[config.mk]
export PLATFORM = sky130hd
export DESIGN_NAME = risc_ctrl_fsm
export DESIGN_NICKNAME = d
export VERILOG_FILES = /design/src/rtl/risc_pkg.sv /design/src/rtl/risc_wait_timer.sv /design/src/rtl/risc_ctrl_fsm.sv
export SDC_FILE = /design/constraint.sdc
export NUM_CORES = 1
export LEC_CHECK = 0
export ABC_AREA = 1
export BUFFER_PORTS_ARGS = -buffer_cell sky130_fd_sc_hd__buf_2
export CORE_UTILIZATION = 56
export CTS_BUF_LIST = sky130_fd_sc_hd__clkbuf_8
export DETAILED_ROUTE_END_ITERATION = 7
export HOLD_SLACK_MARGIN = 0.08
export MAX_ROUTING_LAYER = met4
export PLACE_DENSITY = 0.91
export SKIP_LAST_GASP = 1
export SYNTH_ARGS = -nofsm -noshare
export SYNTH_HDL_FRONTEND = slang
export SYNTH_HIERARCHICAL = 1
export SYNTH_SLANG_ARGS = --single-unit
[constraint.sdc]
create_clock -name clk -period 5.9 [get_ports clk]
set_input_delay 1.475 -clock clk [delete_from_list [all_inputs] [get_ports clk]]
set_output_delay 1.475 -clock clk [all_outputs]
set_load 0.1 [all_outputs]
[src/rtl/risc_pkg.sv]
// risc_pkg: shared constants for the RISC multicycle control path.
//   - opcode constants (4-bit field values; wider opcodes above 15 are illegal)
//   - alu_sel, opb_sel and data_sel encodings
//   - control FSM state enum
package risc_pkg;

  localparam logic [3:0] OP_NOP  = 4'd0;
  localparam logic [3:0] OP_ADD  = 4'd1;
  localparam logic [3:0] OP_SUB  = 4'd2;
  localparam logic [3:0] OP_AND  = 4'd3;
  localparam logic [3:0] OP_OR   = 4'd4;
  localparam logic [3:0] OP_XOR  = 4'd5;
  localparam logic [3:0] OP_ADDI = 4'd6;
  localparam logic [3:0] OP_LD   = 4'd7;
  localparam logic [3:0] OP_ST   = 4'd8;
  localparam logic [3:0] OP_BEQZ = 4'd9;
  localparam logic [3:0] OP_BC   = 4'd10;
  localparam logic [3:0] OP_JMP  = 4'd11;
  localparam logic [3:0] OP_HLT  = 4'd15;

  localparam logic [2:0] ALU_ADD = 3'd0;
  localparam logic [2:0] ALU_SUB = 3'd1;
  localparam logic [2:0] ALU_AND = 3'd2;
  localparam logic [2:0] ALU_OR  = 3'd3;
  localparam logic [2:0] ALU_XOR = 3'd4;

  localparam logic [1:0] OPB_REG = 2'd0;
  localparam logic [1:0] OPB_IMM = 2'd1;

  localparam logic [1:0] DSEL_ALU = 2'd0;
  localparam logic [1:0] DSEL_MEM = 2'd1;

  typedef enum logic [2:0] {
    ST_FETCH  = 3'd0,
    ST_DECODE = 3'd1,
    ST_EXEC   = 3'd2,
    ST_MEM    = 3'd3,
    ST_WB     = 3'd4,
    ST_HALT   = 3'd5
  } state_e;

endpackage

[src/rtl/risc_wait_timer.sv]
// risc_wait_timer: counts consecutive wait cycles of a memory access.
//   clk, reset (sync, active-low)
//   clr     : restart the count (state transition)
//   en      : this cycle is a wait cycle (access pending, mem_ready low)
//   expired : this wait cycle is the MAX_WAIT-th one
module risc_wait_timer
  import risc_pkg::*;
#(
  parameter int MAX_WAIT = 15
) (
  input  logic clk,
  input  logic reset,
  input  logic clr,
  input  logic en,
  output logic expired
);

  localparam int CW = (MAX_WAIT < 2) ? 1 : $clog2(MAX_WAIT);

  logic [CW-1:0] cnt_q, cnt_d;

  // cnt_q holds the number of wait cycles already spent, so the current
  // wait cycle is the last allowed one when cnt_q == MAX_WAIT-1.
  assign expired = en && (cnt_q == CW'(MAX_WAIT - 1));

  always_comb begin
    cnt_d = cnt_q;
    if (clr)     cnt_d = '0;
    else if (en) cnt_d = cnt_q + CW'(1);
  end

  always_ff @(posedge clk) begin
    if (!reset) cnt_q <= '0;
    else        cnt_q <= cnt_d;
  end

endmodule

[src/rtl/risc_ctrl_fsm.sv]
// risc_ctrl_fsm: multicycle control sequencer for the RISC core.
//   Inputs : opcode (IR field), outA (zero test), carry, mem_ready
//   Outputs: datapath selects/strobes, re/we memory strobes,
//            halted, err (illegal opcode or timeout), retired count
//   All outputs decode combinationally from state, opcode and flags and
//   are forced to 0 while reset is low.
module risc_ctrl_fsm
  import risc_pkg::*;
#(
  parameter int DATA_W   = 16,
  parameter int OP_W     = 4,
  parameter int MAX_WAIT = 15,
  parameter int CNT_W    = 16
) (
  input  logic              clk,
  input  logic              reset,
  input  logic [OP_W-1:0]   opcode,
  input  logic [DATA_W-1:0] outA,
  input  logic              carry,
  input  logic              mem_ready,
  output logic              pc_sel,
  output logic              pc_wrt,
  output logic              addr_sel,
  output logic              ir_wrt,
  output logic              rega_sel,
  output logic              reg_wrt,
  output logic              opa_sel,
  output logic [1:0]        data_sel,
  output logic [1:0]        opb_sel,
  output logic [2:0]        alu_sel,
  output logic              re,
  output logic              we,
  output logic              halted,
  output logic              err,
  output logic [CNT_W-1:0]  retired
);

  state_e             state_q, state_d;
  logic               err_q, err_d;
  logic [CNT_W-1:0]   retired_q, retired_d;
  logic               ret_inc, err_set, expired, wait_en;
  logic [3:0]         op4;
  logic               op_legal, is_ld, is_st;

  assign op4      = opcode[3:0];
  assign op_legal = (opcode <= OP_W'(15)) && !(op4 inside {4'd12, 4'd13, 4'd14});
  assign is_ld    = (op4 == OP_LD);
  assign is_st    = (op4 == OP_ST);

  // Wait cycles only exist in the two states that hold a memory access.
  assign wait_en = ((state_q == ST_FETCH) || (state_q == ST_MEM)) && !mem_ready;

  risc_wait_timer #(.MAX_WAIT(MAX_WAIT)) u_timer (
    .clk     (clk),
    .reset   (reset),
    .clr     (state_d != state_q),
    .en      (wait_en),
    .expired (expired)
  );

  always_comb begin
    state_d  = state_q;
    ret_inc  = 1'b0;
    err_set  = 1'b0;
    pc_sel   = 1'b0;
    pc_wrt   = 1'b0;
    addr_sel = 1'b0;
    ir_wrt   = 1'b0;
    rega_sel = 1'b0;
    reg_wrt  = 1'b0;
    opa_sel  = 1'b0;
    data_sel = DSEL_ALU;
    opb_sel  = OPB_REG;
    alu_sel  = ALU_ADD;
    re       = 1'b0;
    we       = 1'b0;
    halted   = 1'b0;
    unique case (state_q)
      ST_FETCH: begin
        re = 1'b1;
        if (mem_ready) begin
          ir_wrt  = 1'b1;
          pc_wrt  = 1'b1;
          state_d = ST_DECODE;
        end else if (expired) begin
          state_d = ST_HALT;
          err_set = 1'b1;
        end
      end
      ST_DECODE: begin
        if (!op_legal) begin
          state_d = ST_HALT;
          err_set = 1'b1;
        end else if (op4 == OP_NOP) begin
          state_d = ST_FETCH;
          ret_inc = 1'b1;
        end else if (op4 == OP_HLT) begin
          state_d = ST_HALT;
          ret_inc = 1'b1;
        end else begin
          state_d = ST_EXEC;
        end
      end
      ST_EXEC: begin
        state_d = ST_WB;
        case (op4)
          OP_ADD:  alu_sel = ALU_ADD;
          OP_SUB:  alu_sel = ALU_SUB;
          OP_AND:  alu_sel = ALU_AND;
          OP_OR:   alu_sel = ALU_OR;
          OP_XOR:  alu_sel = ALU_XOR;
          OP_ADDI: opb_sel = OPB_IMM;
          OP_LD, OP_ST: begin
            opb_sel = OPB_IMM;
            state_d = ST_MEM;
          end
          OP_BEQZ, OP_BC, OP_JMP: begin
            pc_sel  = 1'b1;
            pc_wrt  = (op4 == OP_JMP) || ((op4 == OP_BEQZ) && (outA == '0)) ||
                      ((op4 == OP_BC) && carry);
            state_d = ST_FETCH;
            ret_inc = 1'b1;
          end
          default: begin
            // Opcode changed under us after DECODE; treat as illegal.
            state_d = ST_HALT;
            err_set = 1'b1;
          end
        endcase
      end
      ST_MEM: begin
        addr_sel = 1'b1;
        re       = is_ld;
        we       = is_st;
        if (mem_ready) begin
          state_d = is_ld ? ST_WB : ST_FETCH;
          ret_inc = !is_ld;
        end else if (expired) begin
          state_d = ST_HALT;
          err_set = 1'b1;
        end
      end
      ST_WB: begin
        reg_wrt  = 1'b1;
        data_sel = is_ld ? DSEL_MEM : DSEL_ALU;
        state_d  = ST_FETCH;
        ret_inc  = 1'b1;
      end
      ST_HALT: halted = 1'b1;
      default: state_d = ST_HALT;
    endcase
    if (!reset) begin
      pc_sel   = 1'b0;
      pc_wrt   = 1'b0;
      addr_sel = 1'b0;
      ir_wrt   = 1'b0;
      reg_wrt  = 1'b0;
      data_sel = DSEL_ALU;
      opb_sel  = OPB_REG;
      alu_sel  = ALU_ADD;
      re       = 1'b0;
      we       = 1'b0;
      halted   = 1'b0;
    end
  end

  assign err_d     = err_q | err_set;
  assign retired_d = retired_q + CNT_W'(ret_inc);
  assign err       = err_q & reset;
  assign retired   = reset ? retired_q : '0;

  always_ff @(posedge clk) begin
    if (!reset) begin
      state_q   <= ST_FETCH;
      err_q     <= 1'b0;
      retired_q <= '0;
    end else begin
      state_q   <= state_d;
      err_q     <= err_d;
      retired_q <= retired_d;
    end
  end

endmodule

**Word-level counts from Yosys, hierarchy flattened**

Index checks and enable logic that the tools add are counted.

- Output and inout port bits: 34
- Latch bits: 0
- Memories kept: 0
- Memory bits (read-only): 0
- Word-level logic and storage cells: 102
- Register bits: 24
- Input port bits: 24
- Memory bits (writable): 0

- Muxes and demuxes: 48
- Bitwise logic cells: 3
- Magnitude comparators: 1
- Divide/modulo/power cells: 0
- $add $sub $neg: 2
- Shift operators: 0
- Eq/ne operators: 22
- Reduce and logical (&&, ||, !) cells: 22
- $mul: 0

Operator list:

| kind | count |
|---|---|
| $eq 4x4->1 const B | 9 |
| $mux 1 | 29 |
| $mux 3 | 9 |
| $pmux 3 s6 | 1 |
| $add 16x1->16 | 1 |
| $eq 4x3->1 const B | 4 |
| $logic_not 16->1 | 1 |
| $mux 16 | 1 |
| $pmux 3 s4 | 1 |
| $reduce_or 11->1 | 1 |
| $pmux 3 s3 | 1 |
| $eq 4x2->1 const B | 2 |
| $eq 3x2->1 const B | 2 |
| $eq 3x3->1 const B | 2 |
| $reduce_or 2->1 | 3 |
| $reduce_or 3->1 | 2 |
| $reduce_or 6->1 | 1 |
| $logic_and 1x1->1 | 5 |
| $add 4x1->4 const B | 1 |
| $eq 4x1->1 const B | 1 |
| $le 4x4->1 const B | 1 |
| $logic_not 4->1 | 1 |
| $mux 2 | 2 |
| $pmux 1 s2 | 2 |
| 11 further kinds | 15 |

**Longest topological paths before layout**

- Depth in word-level cells: 9
- Gate-level depth with buffers: 18

**Cells and area by module**

The synthesis kept the hierarchy.

Modules (own cells, without submodules):

| module | sequential area each (um^2) | cells each | times used | area an instance (um^2) |
|---|---|---|---|---|
| risc_ctrl_fsm | 400.4 | 256 | 1 | 1488.9 |
| risc_wait_timer | 80.1 | 27 | 1 | 196.4 |

**Worst setup path after synthesis**

OpenSTA, ideal clock, no wires.

- Path type: input-to-output
- Start: in reset
- End: out pc_wrt
- Setup slack: -280 ps
- Buffers on the path: 1
- Required time: 4425 ps
- Data arrival time: 4705 ps
- Stages on the path: 4
- Path through: buf_2 clkinv_1 nor3_1 a21o_1

- Longest elaborated chain between the ends: 1

Ends and longest elaborated chain:

| what | RTL line | text |
|---|---|---|
| start, declared | risc_ctrl_fsm.sv:16 | `input logic reset,` |
| $mux 1 | risc_ctrl_fsm.sv:152 | `if (!reset) begin` |
| end, declared | risc_ctrl_fsm.sv:22 | `output logic pc_wrt,` |

No other way between the ends.

**Final worst setup path**

Ends and elaborated chain as after synthesis.

==> summary.txt <==
Outcome -> finished, violations left
Failing checks -> design-rule violations
Most used cell, CP -> buf_2
Cell depth of the worst min-delay path -> 2
Antenna diodes -> 0
Worst Path Max Fanout -> 28
Fraction of layout cells with a size suffix above 1 -> 20.7%
# fillers -> 251
Distinct cells, synth -> 32
Detailed-route via count -> 1903
GRT Resource Usage Total -> 24.5%
Largest cells by area after synthesis -> dfxtp_1 (29%), nand2_1 (17%), nor2_1 (11%)
Max cap viols -> 0
Pre-CTS setup slack -> 1.16 ns
Setup TNS -> 0 ns
Drt first pass iters -> 6
Area fraction of the dominant cell type after synthesis -> 28.5%
IO buf count -> 53
Clk buf depth -> 2
Post-CTS Setup Inserts -> 0
Hold-fix buffers, CTS -> 0
Commonest cells after routing, fill and taps aside -> nand2_1 (76), buf_2 (53), nor2_1 (48), inv_1 (42), dfxtp_1 (24)
Worst Hold Path EP -> err_q
Static Leak -> 1.13 nW
CTS buffer count -> 3
First-pass GRT wire length -> 6.24 mm
Crit start category -> primary input
Worst Path Required -> 4.43 ns
Via density -> 5.21
Area grow syn2layout -> 19.1%
Residual DRC -> 6
Maximum vdd drop -> 0.187 mV
Clock sink count -> 24
Root buffer cell -> clkbuf_8
Commonest non-fill, non-tap cell in the layout -> nand2_1
CP max stage delay -> 0.57 ns
Site row count -> 19
Number of synthesized flops with an enable pin -> 0
Starting Density -> 60.1%
Core Region -> 2810 sq um
Setup-failing EPs final -> 0
CP Class -> in -> out
Sequential Area -> 480 sq um
H-Tree Depth -> 1
Asr flop ratio synth -> 0%
Syn Std Cell Area -> 1690 sq um
Measured slew at the worst slew-check pin -> 0.534 ns
Final worst-path cycle share -> 80.5%
Post-DP HPWL -> 3.06 mm
RSZ-0062 raised after global routing -> no
Post-route ant nets -> 0
Design Area, Final -> 2010 sq um
Antenna violations before repair -> 0
Worst-path clk slew -> 0.08 ns
Post-Route Utilization -> 71.5%
Final wirelength -> 3.85 mm
Fin. Hold Viols -> 0
Highest Clock Rate -> 0.211 GHz
DIE HEIGHT -> 56.9 um
I/O pin cnt -> 58
#FFs+latches synth -> 24
Min Clock Period, post-route -> 4.75 ns
Setup WS post-layout -> 1.15 ns
Power per cell area -> 221 nW/um^2
Vias in the first global route -> 1627
DR WL/cell -> 10.6 um
Setup Skew -> 0.00452 ns
Reg2reg setup slack -> 3.11 ns
Cells after Synth -> 283
Die area -> 3230 sq um
Worst R2R Start -> state_q[0]
Iteration-0 DRC Markers -> 126
Synthesis Warnings -> 6
Slowest-stage cell, CP -> clkinv_1
Grt ovf -> 0
Min-delay src -> err_q
Multi-input gate area -> 1020 sq um
R2R depth -> 17
Largest net degree at the start of global routing -> 29
TritonCTS clock tree -> yes
Post-DP Area -> 1970 sq um
Main synth FF type -> dfxtp_1
Synth area leader -> dfxtp_1
Max-slew violations -> 0
Mean post-synth cell area -> 5.96 sq um
Seq/Total Area, Yosys -> 28.5%
Crit path arrival time -> 3.28 ns
Skew-Pair Late Insertion Delay -> 0.26 ns
Layout Nets -> 364
Slew HR -> 64.2%
CP cell instances -> buf_2 -> clkinv_1 -> nor3_2 -> a21o_1 -> buf_2
Worst hold path class -> reg -> reg
# resized after CTS -> 0
Min Hold Slack -> 0.496 ns
Critical path endpoint category -> primary output
Die width -> 56.9 um
GP Congestion -> 0.922
Reg2reg end -> u_timer/cnt_q[0]
critical path: cells and delay by family:
kind            cells  cell delay [ns]
simple gates        1             0.34
buf+inv             3             1.34
compound gates      1             0.11
cell type report:
class | count | share of cell area [%]
clock buffer | 3 | 2.06
tap | 31 | 1.93
multi-input combinational | 210 | 50.6
inverter | 44 | 8.23
sequential | 24 | 23.9
timing repair buffer | 53 | 13.2
worst max path at each step:
stage / slack, ns / cells after the start / endpoint / startpoint
2_1_floorplan: 0.29 / 3 / re / reset
3_3_place_gp: 1.14 / 5 / pc_wrt / reset
3_5_place_dp: 1.16 / 5 / pc_wrt / reset
4_1_cts: 1.11 / 5 / pc_wrt / reset
5_1_grt: 0.94 / 5 / pc_wrt / reset
6_report: 1.15 / 5 / pc_wrt / reset
routing by layer:
| metal | vias up | GRT usage [%] | wire length [um] |
|---|---|---|---|
| met3 | 5 | 3.46 | 235 |
| met1 | 831 | 26.4 | 1650 |
| met5 | - | - | 0 |
| met4 | 0 | 7.32 | 21 |
| li1 | 995 | - | - |
| met2 | 72 | 46.3 | 1950 |
report_power, final:
part / internal (mW) / leakage, nW / switching, mW
registers: 0.171 / 0.194 / 0.0120
logic: 0.0398 / 0.911 / 0.127
clock network: 0.0456 / 0.0216 / 0.0482
cell families after synthesis:
logic type	after synthesis	share of synthesized area, %
buffers and inverters	52	12.5
AOI/OAI and AO/OA	31	10.3
and+or+nand+nor	169	44.4
other	1	0.223
xor gates and xnor gates	2	1.04
adders and majority gates	4	2.97
DFF	24	28.5
flip-flops by register name, summed over array words and instances, names as in the netlist:
| signal | count |
|---|---|
| retired_q | 16 |
| u_timer/cnt_q | 4 |
| state_q | 3 |
| err_q | 1 |
per-stage QoR:
step           instances  power [mW]
2_1_floorplan        286       0.322
3_3_place_gp         362       0.349
3_5_place_dp         362       0.351
4_1_cts              365       0.444
5_1_grt              365       0.468
6_report             365       0.443
synthesized netlist by cell type (2+ instances only):
master / instances
nand2_2: 3
nand4_1: 10
xnor2_1: 2
nor3_1: 10
nand3_2: 2
a21oi_1: 12
nor4_1: 2
nor2_1: 48
o21ai_0: 10
a31oi_1: 4
nor2_2: 3
buf_4: 4
o21a_1: 2
nand3_1: 9
nand2_1: 76
ha_1: 4
dfxtp_1: 24
clkbuf_1: 3
inv_1: 42
Note: power is estimated with default switching activity, not from simulation.
